## src/rtl/adder_seq_ctrl.sv

```systemverilog
// ---------------------------------------------------------------------------
// adder_seq_ctrl
//
// Purpose:
//   Byte-serial adder. A single 8-bit ripple-carry slice is reused over
//   NBYTES clock cycles, least significant byte first, to add two W-bit
//   operands (W = 8*NBYTES). A three-state FSM (IDLE, RUN, DONE) sequences
//   the slice and produces a one-cycle done pulse with the registered
//   result.
//
// Parameters:
//   NBYTES  operand width in bytes (2..8), default 4
//
// Ports:
//   clk    in   1   clock, all state updates on the rising edge
//   rst    in   1   synchronous active-high reset
//   start  in   1   request an operation; accepted only in IDLE
//   a      in   W   operand A, sampled on the accepting edge
//   b      in   W   operand B, sampled on the accepting edge
//   cin    in   1   carry into byte 0, sampled on the accepting edge
//   sub    in   1   (ADDER_SEQ_SUB_EN only) 1 = compute a-b, cin ignored
//   busy   out  1   high while byte slices are being processed (RUN)
//   done   out  1   one-cycle pulse; sum, cout and ovf are valid
//   sum    out  W   result, held until the next accepted start
//   cout   out  1   carry out of the MSB (for subtract: 1 = no borrow)
//   ovf    out  1   signed two's-complement overflow
//
// Configuration macro:
//   ADDER_SEQ_SUB_EN  when defined, adds the sub input and subtract mode.
// ---------------------------------------------------------------------------
module adder_seq_ctrl #(
    parameter int NBYTES = 4
) (
    input  logic                  clk,
    input  logic                  rst,
    input  logic                  start,
    input  logic [8*NBYTES-1:0]   a,
    input  logic [8*NBYTES-1:0]   b,
    input  logic                  cin,
`ifdef ADDER_SEQ_SUB_EN
    input  logic                  sub,
`endif
    output logic                  busy,
    output logic                  done,
    output logic [8*NBYTES-1:0]   sum,
    output logic                  cout,
    output logic                  ovf
);

    localparam int W    = 8 * NBYTES;
    localparam int IDXW = (NBYTES > 1) ? $clog2(NBYTES) : 1;
    localparam logic [IDXW-1:0] LAST_IDX = IDXW'(NBYTES - 1);

    localparam logic [1:0] IDLE = 2'd0;
    localparam logic [1:0] RUN  = 2'd1;
    localparam logic [1:0] DONE = 2'd2;

    logic [1:0]      r_state;
    logic [W-1:0]    r_a;
    logic [W-1:0]    r_b;        // effective B operand (inverted for subtract)
    logic [IDXW-1:0] r_idx;
    logic            r_carry;
    logic [W-1:0]    r_sum;
    logic            r_cout;
    logic            r_ovf;

    logic [7:0]      w_a_byte;
    logic [7:0]      w_b_byte;
    logic [7:0]      w_p;
    logic [7:0]      w_g;
    logic [8:0]      w_c;
    logic [7:0]      w_slice_sum;
    logic [W-1:0]    w_sum_next;
    logic [W-1:0]    w_b_eff;
    logic            w_cin_eff;

    // Operand conditioning at acceptance: subtract is a + ~b + 1.
`ifdef ADDER_SEQ_SUB_EN
    assign w_b_eff   = sub ? ~b : b;
    assign w_cin_eff = sub ? 1'b1 : cin;
`else
    assign w_b_eff   = b;
    assign w_cin_eff = cin;
`endif

    // Byte selection for the current slice position and merge of the slice
    // result back into its byte lane. Loops use constant indices so each
    // lane becomes a simple mux.
    always_comb begin
        w_a_byte   = 8'd0;
        w_b_byte   = 8'd0;
        w_sum_next = r_sum;
        for (int i = 0; i < NBYTES; i++) begin
            if (r_idx == IDXW'(i)) begin
                w_a_byte = r_a[8*i +: 8];
                w_b_byte = r_b[8*i +: 8];
                w_sum_next[8*i +: 8] = w_slice_sum;
            end
        end
    end

    // The shared 8-bit ripple-carry slice.
    assign w_c[0] = r_carry;
    generate
        for (genvar gi = 0; gi < 8; gi++) begin : g_slice
            assign w_p[gi]         = w_a_byte[gi] ^ w_b_byte[gi];
            assign w_g[gi]         = w_a_byte[gi] & w_b_byte[gi];
            assign w_slice_sum[gi] = w_p[gi] ^ w_c[gi];
            assign w_c[gi+1]       = w_g[gi] | (w_p[gi] & w_c[gi]);
        end
    endgenerate

    always_ff @(posedge clk) begin
        if (rst) begin
            r_state <= IDLE;
            r_a     <= '0;
            r_b     <= '0;
            r_idx   <= '0;
            r_carry <= 1'b0;
            r_sum   <= '0;
            r_cout  <= 1'b0;
            r_ovf   <= 1'b0;
        end else begin
            case (r_state)
                IDLE: begin
                    if (start) begin
                        r_a     <= a;
                        r_b     <= w_b_eff;
                        r_carry <= w_cin_eff;
                        r_idx   <= '0;
                        r_state <= RUN;
                    end
                end
                RUN: begin
                    r_sum   <= w_sum_next;
                    r_carry <= w_c[8];
                    r_idx   <= r_idx + 1'b1;
                    if (r_idx == LAST_IDX) begin
                        r_idx   <= '0;
                        r_state <= DONE;
                        r_cout  <= w_c[8];
                        // The slice's bit 7 is the final sum MSB on this edge.
                        r_ovf   <= (r_a[W-1] == r_b[W-1]) &&
                                   (w_slice_sum[7] != r_a[W-1]);
                    end
                end
                DONE: begin
                    r_state <= IDLE;
                end
                default: begin
                    r_state <= IDLE;
                end
            endcase
        end
    end

    assign busy = (r_state == RUN);
    assign done = (r_state == DONE);
    assign sum  = r_sum;
    assign cout = r_cout;
    assign ovf  = r_ovf;

endmodule
```

## config.mk

```make
export PLATFORM = sky130hd
export DESIGN_NAME = adder_seq_ctrl
export DESIGN_NICKNAME = d
export VERILOG_FILES = /design/src/rtl/adder_seq_ctrl.sv
export SDC_FILE = /design/constraint.sdc
export NUM_CORES = 1
export LEC_CHECK = 0
export CAP_MARGIN = 0
export CORE_MARGIN = 5
export CORE_UTILIZATION = 28
export DETAILED_ROUTE_END_ITERATION = 12
export RECOVER_POWER = 50
export SLEW_MARGIN = 10
export SYNTH_ARGS = -nofsm -noshare
export SYNTH_HDL_FRONTEND = slang
export SYNTH_SLANG_ARGS = --single-unit
```

## constraint.sdc

```tcl
create_clock -name clk -period 5.41 [get_ports clk]
set_input_delay 1.082 -clock clk [delete_from_list [all_inputs] [get_ports clk]]
set_output_delay 1.082 -clock clk [all_outputs]
set_load 0.03 [all_outputs]
```

# Word level (Yosys, flattened, before mapping)
# Cells that the tools add are included.
[word_totals]
ff_bits = 103
latchBits = 0
mem_bits_rw = 0
romBits = 0
input_bits = 68
wordCells = 88
mem_count = 0
[classes]
addsub = 1
mul = 0
n_div = 0
order_cmp = 0
n_eq_ne = 9
shift = 0
mux = 16
n_bitwise = 40
n_reduce_logical = 11
[op_table]
columns = ["operator", "count"]
rows = [
  ["$mux W8", 8],
  ["$and A1 B1 Y1", 16],
  ["$xor A1 B1 Y1", 16],
  ["$reduce_and A2 Y1", 7],
  ["$mux W2", 4],
  ["$or A1 B1 Y1", 8],
  ["$pmux W2 S2", 2],
  ["$eq A2 B2 Y1 const B", 3],
  ["$eq A2 B1 Y1 const B", 2],
  ["$logic_not A2 Y1", 2],
  ["$add A2 B1 Y2 const B", 1],
  ["$ne A2 B1 Y1 const B", 1],
  ["$ne A2 B2 Y1 const B", 1],
  ["$pmux W1 S2", 1],
  ["$reduce_bool A2 Y1", 1],
  ["$eq A1 B1 Y1", 1],
  ["$logic_and A1 B1 Y1", 1],
  ["$mux W1", 1],
  ["$ne A1 B1 Y1", 1],
]

# Logic depth before layout (Yosys ltp)
[depth]
depth_word = 23
ltp_mapped = 21
ltp_nobuf = 18

# Worst setup path after synthesis
# Ideal clock, no wire load.
[synth_timing]
path_kind = "register -> register"
from = "reg r_idx[1]"
to = "reg r_ovf, in the netlist ovf"
setup_time_ns = 0.091
arrival_ns = 4.536
setup_slack_ns = 0.783
stages_incl_launch_ff = 21
n_path_buf = 3
path_cell_list = "dfxtp_1 -> inv_1 -> ha_1 -> buf_4 -> nor2b_1 -> buf_2 -> buf_4 -> a221oi_1 -> o31ai_1 -> fa_1 -> fa_1 -> fa_1 -> inv_1 -> fa_1 -> fa_1 -> fa_1 -> fa_1 -> inv_1 -> fa_1 -> or3b_2 -> a311oi_1"
[synth_via]
elab_chain_len = 23
[synth_rtl]
columns = ["item", "line", "text"]
rows = [
  ["from (decl)", "61", "logic [IDXW-1:0] r_idx;"],
  ["from (signal assigned)", "137", "r_idx <= r_idx + 1'b1;"],
  ["$logic_not A2 Y1", "94", "if (r_idx == IDXW'(i)) begin"],
  ["$mux W8 (4 in series)", "94", ""],
  ["$xor A1 B1 Y1", "106", "assign w_p[gi] = w_a_byte[gi] ^ w_b_byte[gi];"],
  ["$and A1 B1 Y1", "109", "assign w_c[gi+1] = w_g[gi] | (w_p[gi] & w_c[gi]);"],
  ["$or A1 B1 Y1", "109", ""],
  ["$and A1 B1 Y1", "109", ""],
  ["$or A1 B1 Y1", "109", ""],
  ["$and A1 B1 Y1", "109", ""],
  ["(+5 left out)", "--", ""],
  ["$and A1 B1 Y1", "109", ""],
  ["$or A1 B1 Y1", "109", ""],
  ["$and A1 B1 Y1", "109", ""],
  ["$or A1 B1 Y1", "109", ""],
  ["$xor A1 B1 Y1 *", "108", "assign w_slice_sum[gi] = w_p[gi] ^ w_c[gi];"],
  ["via w_slice_sum[7]", "72", "logic [7:0] w_slice_sum;"],
  ["$ne A1 B1 Y1 *", "144", "(w_slice_sum[7] != r_a[W-1]);"],
  ["$logic_and A1 B1 Y1 *", "143", "r_ovf <= (r_a[W-1] == r_b[W-1]) &&"],
  ["to (signal assigned)", "143", ""],
  ["to (decl)", "65", "logic r_ovf;"],
]
# Mark *: on every way through the listed nets, which the timed path passes. The rest lies on a longest branch.
# A chain may end at the register's enable or synchronous reset.

# Worst setup path after layout
[layout_timing]
from = "reg r_idx[0]"
to = "reg r_ovf, in the netlist ovf"
# The elaborated chain is that of the path after synthesis.

==> results.cfg <==
[route]
vias = 3773
drtIter0Drc = 167
vias_per_cell = 4.64
ant_nets = 0
wirelength_um = 12100
firstDrtPassIters = 4
drc = 0
wire_per_inst_um = 14.9

[timing]
min_period_ps = 4970
fin_skew_ps = 10.4
holdWs_ps = 457
slew_headroom_pct = -118
tns_ps = 0
max_slew.worst_pin.slew_ps = 3270
finalHoldViolCount = 0
setup_viol = 0
fin_crit_sh_pct = 91.9
setup_ws_ps = 438
rsz0062_at_grt = no
finalMaxSlewViolations = 138
max_freq_mhz = 201

[layout]
fin_cells = 813
fillers = 1601
seq_area_mm2 = 0.00206
antenna_cells = 0
areaGrowthSynthToFinish_pct = 31.3
finalInstanceArea_mm2 = 0.00577
drive_gt1_share_pct = 4.82
final_nets = 677
multiInputGateArea_mm2 = 0.00201
fin_util_pct = 37.7

[global_route]
grt_usage_pct = 13.3
grt_pass1_wl_um = 19300
grtUsageMet2_pct = 21.4
met1_usage_pct = 17.6
globalRouteOverflowTotal = 0
antenna_found_initial = 0
grt_max_degree = 66
grt_pass1_vias = 3737
grt_use_met3_pct = 3.79
top_usage_layer = met2

[floorplan]
rows = 45
design.die.area_mm2 = 0.0183
die_h_um = 135
boundaryPins = 104
core_mm2 = 0.0153
initial_core_util_pct = 28.7
die-width_um = 135

[pwr]
peakVddDrop_mv = 0.186
p_int_mw = 1.30
finalPower_mw = 1.75
p_leak_nw = 2.14
p_comb_share_pct = 15.6
clkPwrFrac_pct = 37.4
powerDensity_mw_per_mm2 = 304
switching_share_pct = 25.6
power_frac_seq_pct = 47.0
switching_power_mw = 0.449

[yosys]
ys_types = 29
syn-cell-area_mm2 = 0.00440
async_reset_ff_share_pct = 0
synthTopCellsByArea = dfxtp_1, nand2_1, a21oi_1
synth-edff-count = 0
ys_warn_count = 0
synth_fp_nets = 601
synth_commonest_cells = nand2_1, dfxtp_1, a21oi_1
ys_seq_area_share_pct = 46.9
avgSynthCellArea_um2 = 8.44
synth_top_area_cell = dfxtp_1
post_synth_inst_count = 521
yosysMostFrequentCell = nand2_1
yosys_most_used_dff = dfxtp_1
synth_top_cell_area_share_pct = 46.9
ys_ff_latch = 103

[clock_tree]
tritoncts.num_buffers = 9
ctsRootBufferMaster = clkbuf_16
cts.reportedPaths.clkPinSlew_ps = 70
cts_tree = built
cts-htree-levels = 3
clock_sinks = 103
cts_buffer_depth = 2
insertion_delay_ps = 350

[critical_path]
crit_type = flip-flop to flip-flop
start_kind = flip-flop
cp_max_fo = 20
crit_start = r_idx[0]
endpoint_kind = flip-flop
worst_ep_arrival_time_ps = 5200
rr_startpoint = r_idx[0]
critPathRequiredTime_ps = 5630

[placed_design]
port_buffers = 103
dp.cells = 797
dp_hpwl_um = 9320
gp_congestion = 0.840
place_ws_ps = 331
placed_area_mm2 = 0.00548

[min_path]
worstHoldStart = r_b[19]
min_path_type = flip-flop to flip-flop

[run_status]
violations = max-capacitance violations, max-slew violations
status = finished, violations left

[run]
maxCapViolations = 3
## cells by family after synthesis
family	share of synthesized area [%]
AO/OA/AOI/OAI	18.6
buffers and inverters	7.29
flip-flops	46.9
adder cells (fa/ha/maj)	4.78
multiplexers	2.73
AND/OR/NAND/NOR	19.6
## path summary, 6_finish.rpt
path         endpoint  slack, ps  cells after the start
max reg2reg       ovf        440                     16
max               ovf        440                     16
min reg2reg   r_b[19]        460                      2
min           r_b[19]        460                      2
## metal layers
layer  routed length (um)  up-vias
met2                 5630      108
met5                    0        -
li1                     -     1898
met1                 5460     1754
met4                  176        0
met3                  829       13
## cell usage in the layout, fill, tap and decap left out, types with 2 or more instances in the layout
| cell type | Yosys | routed |
|---|---|---|
| nand2_1 | 147 | 147 |
| dfxtp_1 | 103 | 103 |
| a21oi_1 | 80 | 80 |
| clkdlybuf4s50_1 | 0 | 67 |
| dlygate4sd3_1 | 0 | 35 |
| nor2_1 | 32 | 32 |
| a211oi_1 | 16 | 16 |
| inv_1 | 12 | 12 |
| mux2i_1 | 12 | 12 |
| nor2b_1 | 11 | 10 |
| clkbuf_16 | 0 | 9 |
| a221oi_1 | 8 | 8 |
| o31ai_1 | 8 | 8 |
| a221o_1 | 8 | 8 |
| a22oi_1 | 8 | 8 |
| fa_1 | 8 | 8 |
| buf_4 | 12 | 7 |
| and3b_1 | 4 | 4 |
| ha_1 | 4 | 4 |
| nand3b_1 | 2 | 2 |
| nand2b_1 | 2 | 2 |
| nor3b_1 | 1 | 2 |
| or3b_2 | 2 | 2 |
| o21ba_2 | 2 | 2 |
| clkinv_2 | 0 | 2 |
| clkbuf_8 | 0 | 2 |
| clkbuf_1 | 18 | 2 |
## state kept, by name, summed over array words and instances (netlist names)
name and flops:
ovf 1, r_idx 2, r_state 2, r_a 32
r_b 32, sum 32, cout 1, r_carry 1
## power groups by stage
stage               clock, mW  combinational [mW]  sequential [mW]
floorplan                   0               0.161            0.846
global placement            0               0.268            0.842
detailed placement          0               0.278            0.842
CTS                     0.671               0.278            0.825
global route            0.703               0.303            0.828
finish                  0.655               0.273            0.824
## layout make-up
type	count	area share, %
clock buffer	11	4.38
clock inverter	5	0.976
inverter	12	0.780
multi-input combinational	360	34.8
sequential	103	35.7
tap	211	4.57
timing repair buffer	111	18.7
## critical path, stage by stage (launching register included)
cell      delay, ps
dfxtp_1         350
inv_1           110
ha_1            560
buf_4           300
a221oi_1         70
o31ai_1         350
fa_1            260
fa_1            170
inv_1            50
fa_1            380
fa_1            400
fa_1            400
fa_1            370
inv_1            80
fa_1            270
or3b_2          460
a311oi_1        270
## repair_timing
item                                    CTS  global route
gates resized for setup                   0             1
setup buffers                             0             0
hold buffers                              0             0
endpoints found under the setup margin    0             1
Power figures use the tool's default switching activity.
